==> src/rtl/group_update_sequencer.sv <==
// Steps the update-order LUT group index through every group, holding each slot
// for a latched number of cycles, and counts sweeps until a target or a graceful stop.
module group_update_sequencer #(
  parameter int NUM_GROUPS = 5,
  parameter int GROUP_W    = 4,
  parameter int HOLD_W     = 8,
  parameter int SWEEP_W    = 16
) (
  input  logic               clk,
  input  logic               rst_n,
  input  logic               start,
  input  logic               stop,
  input  logic [HOLD_W-1:0]  hold_cycles,
  input  logic [SWEEP_W-1:0] num_sweeps,
  output logic [0:GROUP_W-1] group_EN,
  output logic               update_valid,
  output logic               busy,
  output logic               done,
  output logic [SWEEP_W-1:0] sweep_count
);

  typedef enum logic {IDLE, RUN} state_t;

  localparam logic [GROUP_W-1:0] LAST_GRP = GROUP_W'(NUM_GROUPS - 1);

  state_t              state;
  logic [GROUP_W-1:0]  grp;
  logic [HOLD_W-1:0]   hcnt;
  logic [HOLD_W-1:0]   hold_lat;
  logic [SWEEP_W-1:0]  sweeps_lat;
  logic                stop_lat;

  logic                slot_end;
  logic                last_grp;
  logic [SWEEP_W-1:0]  next_sc;
  logic                finish;

  assign group_EN = grp;

  always_comb begin
    slot_end = (hcnt == hold_lat - 1'b1);
    last_grp = (grp == LAST_GRP);
    next_sc  = (sweep_count == '1) ? sweep_count : sweep_count + 1'b1;
    // a stop arriving on the sweep-end edge itself still ends the run there
    finish   = ((sweeps_lat != '0) && (next_sc == sweeps_lat)) || stop_lat || stop;
  end

  always_ff @(posedge clk) begin
    if (!rst_n) begin
      state        <= IDLE;
      grp          <= '0;
      hcnt         <= '0;
      hold_lat     <= HOLD_W'(1);
      sweeps_lat   <= '0;
      stop_lat     <= 1'b0;
      update_valid <= 1'b0;
      busy         <= 1'b0;
      done         <= 1'b0;
      sweep_count  <= '0;
    end else begin
      update_valid <= 1'b0;
      done         <= 1'b0;
      case (state)
        IDLE: begin
          grp  <= '0;
          busy <= 1'b0;
          if (start) begin
            hold_lat     <= (hold_cycles == '0) ? HOLD_W'(1) : hold_cycles;
            sweeps_lat   <= num_sweeps;
            sweep_count  <= '0;
            hcnt         <= '0;
            stop_lat     <= 1'b0;
            state        <= RUN;
            busy         <= 1'b1;
            update_valid <= 1'b1;
          end
        end
        RUN: begin
          stop_lat <= stop_lat | stop;
          if (!slot_end) begin
            hcnt <= hcnt + 1'b1;
          end else begin
            hcnt <= '0;
            if (!last_grp) begin
              grp          <= grp + 1'b1;
              update_valid <= 1'b1;
            end else begin
              sweep_count <= next_sc;
              grp         <= '0;
              if (finish) begin
                state <= IDLE;
                busy  <= 1'b0;
                done  <= 1'b1;
              end else begin
                update_valid <= 1'b1;
              end
            end
          end
        end
        default: state <= IDLE;
      endcase
    end
  end

endmodule

==> config.mk <==
export PLATFORM = sky130hd
export DESIGN_NAME = group_update_sequencer
export DESIGN_NICKNAME = d
export VERILOG_FILES = /design/src/rtl/group_update_sequencer.sv
export SDC_FILE = /design/constraint.sdc
export NUM_CORES = 1
export LEC_CHECK = 0
export ABC_AREA = 1
export BUFFER_PORTS_ARGS = -buffer_cell sky130_fd_sc_hd__buf_2
export CORE_MARGIN = 3
export CORE_UTILIZATION = 55
export CTS_CLUSTER_DIAMETER = 80
export DETAILED_ROUTE_END_ITERATION = 10
export GPL_ROUTABILITY_DRIVEN = 0
export PLACE_DENSITY = 0.75
export SLEW_MARGIN = 20
export SYNTH_ARGS = -nofsm -noshare
export SYNTH_HDL_FRONTEND = slang
export SYNTH_SLANG_ARGS = --single-unit
export TNS_END_PERCENT = 30
==> constraint.sdc <==
create_clock -name clk -period 4.97 [get_ports clk]
set_clock_uncertainty 0.2 [all_clocks]
set_input_delay 0.994 -clock clk [delete_from_list [all_inputs] [get_ports clk]]
set_output_delay 0.994 -clock clk [all_outputs]
set_load 0.005 [all_outputs]
==> results of run 1 <==
==> cell usage after synthesis, drive strengths merged, types with 2 or more instances <==
master    n  share of area [%]
nand2   151                 18
dfxtp    57                 35
inv      54                6.2
a21oi    53                8.1
nor2     46                6.2
nand3    39                6.2
o21ai    29                4.4
nand4    13                2.5
clkbuf   12                1.4
xor2     11                2.9
nor3      8                1.4
xnor2     8                2.1
buf       5                1.5
ha        5                1.9
or2       4               0.76
nand3b    2               0.46
o21bai    2               0.46
==> state kept, by name (all words and copies together) (netlist names) <==
signal / cells
hcnt: 8
busy: 1
state: 1
sweep_count: 16
hold_lat: 8
update_valid: 1
group_EN: 4
done: 1
sweeps_lat: 16
stop_lat: 1
==> where the power goes <==
group | switching, uW | total, uW | internal [uW] | leakage (uW)
logic | 114 | 178 | 64.2 | 0.00110
clock network | 183 | 391 | 208 | 0.0000867
registers | 21.0 | 504 | 482 | 0.000466
==> layer usage <==
metal	GRT usage (%)	up-vias	routed length (um)
met3	6.448	14	623
met5	0	-	0
met1	35.95	1471	4115
met2	34.11	126	3277
li1	-	1713	-
met4	6.092	0	99
==> logic make-up after synthesis <==
| kind of cell | synth area share [%] |
|---|---|
| AO/OA/AOI/OAI | 13.61 |
| buffers and inverters | 9.046 |
| AND/OR/NAND/NOR | 35.73 |
| adder cells (fa/ha/maj) | 1.900 |
| flip-flops | 34.66 |
| XOR/XNOR | 5.055 |
==> through the flow <==
step | util [%] | std cells | hold slack (ns) | instance area, sq um
floorplan | - | 503 | 0.2582 | 3292
global placement | 62.83 | 609 | 0.2735 | 3545
detailed placement | 62.83 | 609 | 0.2780 | 3545
CTS | 65.93 | 625 | 0.2880 | 3720
global route | 65.93 | 625 | 0.3210 | 3720
finish | 65.93 | 625 | 0.2882 | 3720
==> cell usage in the layout (no fill, tap or decap), drive strengths merged, types with 2 or more instances in the layout <==
| master | synthesis | routed |
|---|---|---|
| clkbuf | 12 | 14 |
| dfxtp | 57 | 57 |
| nor2 | 46 | 46 |
| ha | 5 | 5 |
| nand2 | 151 | 151 |
| nand3b | 2 | 2 |
| nand3 | 39 | 39 |
| or2 | 4 | 4 |
| nand4 | 13 | 13 |
| nor3 | 8 | 8 |
| xor2 | 11 | 11 |
| a21oi | 53 | 53 |
| xnor2 | 8 | 8 |
| buf | 5 | 51 |
| inv | 54 | 54 |
| o21bai | 2 | 2 |
| o21ai | 29 | 29 |
==> worst max-delay path, cell delays in order (launching register included) <==
cell and delay (ns):
dfxtp_1 0.45, ha_1 0.29, nand3_2 0.14, nor2_2 0.18, nand2_2 0.29, nand2_1 0.21
nand2_1 0.07, nand2_1 0.06, nand2_1 0.04, nor2_1 0.08, nand3_1 0.08, nor2_1 0.12
nand2_1 0.11, nand2_2 0.09, nand3_2 0.07, nand2_1 0.07, nor2_1 0.05, nor2_1 0.10
==> path summary, 6_finish.rpt <==
check | depth (start not counted) | endpoint | from
max | 17 | busy | sweep_count[0]
min | 2 | group_EN[0] | group_EN[0]
max reg2reg | 17 | busy | sweep_count[0]
min reg2reg | 2 | group_EN[0] | group_EN[0]
==> layout make-up <==
type                       instances  share of cell area, %
timing repair buffer              51                  6.929
tap                               72                  2.422
clock inverter                     2                 0.3364
sequential                        57                  30.68
multi-input combinational        375                  49.82
clock buffer                      14                  4.373
inverter                          54                  5.449
==> flow_metrics.env, run 1 <==
export IMPL_min_path_type="reg2reg"
export IMPL_io_pins=51
export IMPL_dieArea_sq_mm=0.006950
export IMPL_yosysUniqueCellTypes=31
export IMPL_multi_input_area_sq_mm=0.001853
export IMPL_fmax_ghz=0.3619
export IMPL_start_util_pct=58.35
export IMPL_viasPerCell=5.318
export IMPL_worstPathArrival_ns=2.83
export IMPL_setup_viol=0
export IMPL_grt_pass1_wl_um=13880
export IMPL_syn_nets=536
export IMPL_numCtsBuffers=9
export IMPL_maxSlewHeadroom_pct=34.79
export IMPL_gr_usage_all_layers_pct=24.10
export IMPL_grt_max_degree=42
export IMPL_layout_setup_ws_ns=2.207
export IMPL_vdd_drop_max_v=0.0002115
export IMPL_syn_inst=503
export IMPL_fin_crit_sh_pct=55.59
export IMPL_reg2reg_setup_slack_ns=2.21
export IMPL_clockBufferDepth=2
export IMPL_drtIter0Drc=270
export IMPL_path_clk_slew_ns=0.07
export IMPL_ys_ff_latch=57
export IMPL_antenna_left=0
export IMPL_area_growth_pct=13.00
export IMPL_vias=3324
export IMPL_final_net_count=581
export IMPL_firstDrtPassIters=5
export IMPL_cts_resized=0
export IMPL_syn_area_per_cell_sq_um=6.545
export IMPL_dieWidth_um=83.37
export IMPL_ys_warn_count=0
export IMPL_crit_required_ns=5.04
export IMPL_ys_seq_area_share_pct=34.66
export IMPL_regArea_sq_mm=0.001141
export IMPL_core_sq_mm=0.005642
export IMPL_mappedNetlistArea_sq_mm=0.003292
export IMPL_layout_drive_gt1_share_pct=15.55
export IMPL_drc=0
export IMPL_async_reset_ff_share_pct=0
export IMPL_fillers=515
export IMPL_antenna_diode_count=0
export IMPL_wirelength_um=8117
export IMPL_antenna_found_initial=0
export IMPL_synthFlopType="dfxtp_1"
export IMPL_portBuffers=50
export IMPL_cts_tree="done"
export IMPL_final_max_slew_viol_count=0
export IMPL_ctsHoldBuffers=0
export IMPL_rsz0062_at_grt="no"
export IMPL_wl_per_cell_um=12.99
export IMPL_place_hpwl_um=6088
export IMPL_worst_slew_pin_transition_ns=0.9771
export IMPL_cts_sinks=57
export IMPL_setup_worst_path_start_class="register"
export IMPL_p_total_uw=1073
export IMPL_grt_overflow_total=0
export IMPL_htreeDepth=3
export IMPL_p_leak_uw=0.001654
export IMPL_synth_edf_count=0
export IMPL_crit_type="reg2reg"
export IMPL_insertion_delay_ns=0.34
export IMPL_hold_violations=0
export IMPL_finalCriticalPeriod_ns=2.763
export IMPL_setup_tns_ns=0
export IMPL_rows=27
export IMPL_grt_pass1_vias=3005
export IMPL_maxCapViolations=0
export IMPL_pwr_density_cell_mw_per_mm2=288.5
export IMPL_root_buffer="clkbuf_8"
export IMPL_path_max_fanout=25
export IMPL_status="finished clean"
export IMPL_die_h_um=83.37
export IMPL_crit_path_end_kind="register"
export IMPL_place_worst_setup_slack_ns=2.266
export IMPL_post_cts_buffers=0
Note: power is estimated with default switching activity, not from simulation.
==> inputs of run 2 (changes only) <==
--- a/config.mk
+++ b/config.mk
@@ -5,14 +5,14 @@
 export SDC_FILE = /design/constraint.sdc
 export NUM_CORES = 1
 export LEC_CHECK = 0
-export ABC_AREA = 1
+export ABC_AREA = 0
 export BUFFER_PORTS_ARGS = -buffer_cell sky130_fd_sc_hd__buf_2
 export CORE_MARGIN = 3
 export CORE_UTILIZATION = 55
 export CTS_CLUSTER_DIAMETER = 80
 export DETAILED_ROUTE_END_ITERATION = 10
 export GPL_ROUTABILITY_DRIVEN = 0
-export PLACE_DENSITY = 0.75
+export PLACE_DENSITY = 0.74
 export SLEW_MARGIN = 20
 export SYNTH_ARGS = -nofsm -noshare
 export SYNTH_HDL_FRONTEND = slang
==> constraint.sdc (replaced) <==
create_clock -name clk -period 2.66 [get_ports clk]
set_clock_uncertainty 0.2 [all_clocks]
set_input_delay 0.532 -clock clk [delete_from_list [all_inputs] [get_ports clk]]
set_output_delay 0.532 -clock clk [all_outputs]
set_load 0.005 [all_outputs]
==> run 2 against run 1 <==
- the flow now finishes with violations (setup timing)
- clock-buffer cell count is 1 higher
- cell area rose by 22%
- wire length up 38%
- sequential cell count did not move
==> flow_metrics.env, run 2 <==
export IMPL_grt_util_met3_pct=4.514
export IMPL_path_buf_inv=1
export IMPL_syn_area_per_cell_sq_um=7.829
export IMPL_grt_overflow_total=0
export IMPL_mostFrequentLayoutCell="buf_4"
export IMPL_dieWidth_um=84.42
export IMPL_antenna_found_initial=0
export IMPL_top_regs="sweep_count: 16 flops, sweeps_lat: 16 flops"
export IMPL_gr_usage_all_layers_pct=28.98
export IMPL_crit_family="compound AO/OA/AOI/OAI gates"
export IMPL_switching_power_uw=539.4
export IMPL_vias=3834
export IMPL_path_clk_slew_ns=0.07
export IMPL_grt_use_met2_pct=43.19
export IMPL_violations="setup timing"
export IMPL_p_leak_uw=0.001856
export IMPL_final_net_count=578
export IMPL_antenna_left=0
export IMPL_synthTopCellsByCount="nand2_1 (69), dfxtp_1 (57), a21oi_1 (54)"
export IMPL_path_max_fanout=7
export IMPL_power_share_combinational_pct=13.3
export IMPL_placed_area_sq_mm=0.004098
export IMPL_use_met1_pct=40.31
export IMPL_synthFlopType="dfxtp_1"
export IMPL_viasPerCell=6.164
export IMPL_path_cells="buf_4, and4_1, a21oi_1, nor4_1, a31oi_1, a2111oi_2, nand4_1, o31a_1, o211a_1"
export IMPL_wirelength_um=11200
export IMPL_syn_inst=432
export IMPL_grt_pass1_wl_um=16680
export IMPL_crit_type="reg2reg"
export IMPL_vdd_drop_max_v=0.0004078
export IMPL_final_cells=622
export IMPL_drc=0
export IMPL_status="complete, but fails checks"
export IMPL_async_reset_ff_share_pct=0
export IMPL_fmax_ghz=0.3501
export IMPL_regArea_sq_mm=0.001160
export IMPL_setup_viol=4
export IMPL_io_pins=51
export IMPL_synth_top_cell_area_share_pct=33.74
export IMPL_multi_input_area_sq_mm=0.002235
export IMPL_wl_per_cell_um=18.01
export IMPL_slowest_delay_ns=0.46
export IMPL_hold_violations=0
export IMPL_swShare_pct=26.94
export IMPL_crit_path_end_kind="register"
export IMPL_rows=27
export IMPL_p_clk_share_pct=41.1
export IMPL_synth_edf_count=0
export IMPL_p_int_uw=1463
export IMPL_grt_pass1_vias=3468
export IMPL_min_path_type="in2reg"
export IMPL_syn_nets=465
export IMPL_rsz0062_at_grt="yes"
export IMPL_ys_warn_count=0
export IMPL_ys_ff_latch=57
export IMPL_maxCapViolations=0
export IMPL_maxSlewHeadroom_pct=67.82
export IMPL_yosysMostFrequentCell="nand2_1"
export IMPL_portBuffers=50
export IMPL_numCtsBuffers=9
export IMPL_fin_crit_sh_pct=107.4
export IMPL_slowest_stage="dfxtp_2"
export IMPL_yosys_top_cells_area="dfxtp_1 (34%), a21oi_1 (8.0%), nand2_1 (7.7%)"
export IMPL_grt_max_degree=27
export IMPL_worstPathArrival_ns=2.89
export IMPL_drtIter0Drc=392
export IMPL_dp_cells=589
export IMPL_final_max_slew_viol_count=0
export IMPL_worst_slew_pin_transition_ns=0.4815
export IMPL_die_h_um=84.42
export IMPL_fillers=398
export IMPL_firstDrtPassIters=6
export IMPL_setup_worst_path_start_class="register"
export IMPL_synth_top_cell_by_area="dfxtp_1"
export IMPL_htreeDepth=3
export IMPL_mappedNetlistArea_sq_mm=0.003382
export IMPL_area_growth_pct=34.44
export IMPL_finalCriticalPeriod_ns=2.856
export IMPL_yosysUniqueCellTypes=61
export IMPL_fin_area_sq_mm=0.004547
export IMPL_dieArea_sq_mm=0.007126
export IMPL_hold_ws_ns=0.2248
export IMPL_crit_required_ns=2.70
export IMPL_grt_busiest_layer="met2"
export IMPL_core_sq_mm=0.005709
export IMPL_cts_sinks=57
export IMPL_ys_seq_area_share_pct=33.74
export IMPL_cts_tree="done"
export IMPL_root_buffer="clkbuf_8"
export IMPL_layout_drive_gt1_share_pct=33.82
export IMPL_pwr_density_cell_mw_per_mm2=440.4
export IMPL_antenna_diode_count=0
export IMPL_mostFrequentLayoutCells="buf_4 (74), nand2_1 (68), a21oi_1 (54)"
export IMPL_place_hpwl_um=7469
export IMPL_start_util_pct=59.24
export IMPL_clockBufferDepth=2
export IMPL_layout_setup_ws_ns=-0.1962
export IMPL_insertion_delay_ns=0.34
export IMPL_p_seq_share_pct=45.6
[run 2: metal layers]
| layer | up-vias | wire length (um) |
|---|---|---|
| met4 | 0 | 536 |
| li1 | 1792 | - |
| met1 | 1761 | 4768 |
| met3 | 57 | 1041 |
| met2 | 224 | 4855 |
| met5 | - | 0 |
[run 2: cell type report]
cell class | count | share of cell area [%]
repair buffers | 127 | 18.33
multi-input cells | 343 | 49.15
flip-flops and latches | 57 | 25.51
clock inverters | 1 | 0.1101
inverters | 7 | 0.5779
well taps | 72 | 1.981
clock buffers | 15 | 4.348
[run 2: power by group through the flow]
stage | Sequential [uW] | Combinational (uW) | Clock [uW]
5_1_grt | 915 | 292 | 861
6_report | 913 | 267 | 823
2_1_floorplan | 922 | 160 | 0
4_1_cts | 910 | 253 | 821
3_3_place_gp | 927 | 242 | 0
3_5_place_dp | 929 | 248 | 0
[run 2: kinds of logic after synthesis]
group / Yosys count / share of synthesized area (%)
simple gates: 194 / 31.78
compound gates: 106 / 18.35
flops: 57 / 33.74
xor+xnor: 32 / 8.287
buf+inv: 32 / 4.143
mux: 6 / 1.850
fa+ha+maj: 5 / 1.850
[run 2: worst reg2reg max path: cells and delay by family (launching register included)]
kind / cells / cell delay, ns
DFF: 1 / 0.46
buffers and inverters: 1 / 0.19
AOI/OAI and AO/OA: 5 / 1.12
and+or+nand+nor: 3 / 0.79
[run 2: path summary, 6_finish.rpt]
path | from | slack (ns) | cells after the start | to
worst max-delay path | sweep_count[2] | -0.20 | 9 | state
worst min-delay path | num_sweeps[11] | 0.22 | 3 | sweeps_lat[11]
worst max register to register | sweep_count[2] | -0.20 | 9 | state
worst min register to register | hold_lat[7] | 0.28 | 2 | hold_lat[7]
[run 2: metrics by stage]
stage	worst slack (ns)	util, %	total power [uW]	setup TNS (ns)
2_1_floorplan	0.001663	-	1082	0
3_3_place_gp	-0.1225	71.77	1169	-0.3949
3_5_place_dp	-0.2407	71.77	1177	-0.8509
4_1_cts	-0.09272	76.02	1983	-0.2625
5_1_grt	-0.2955	79.64	2068	-1.578
6_report	-0.1962	79.64	2002	-0.6389
[run 2: repair_timing]
action | 4_1_cts | 5_1_grt
hold buffers | 0 | 0
hold endpoints to repair | 0 | 0
cloned | 0 | 1
gates resized for setup | 11 | 23
pin swaps | 7 | 13
buffers inserted | 2 | 14
setup endpoints to repair | 5 | 23
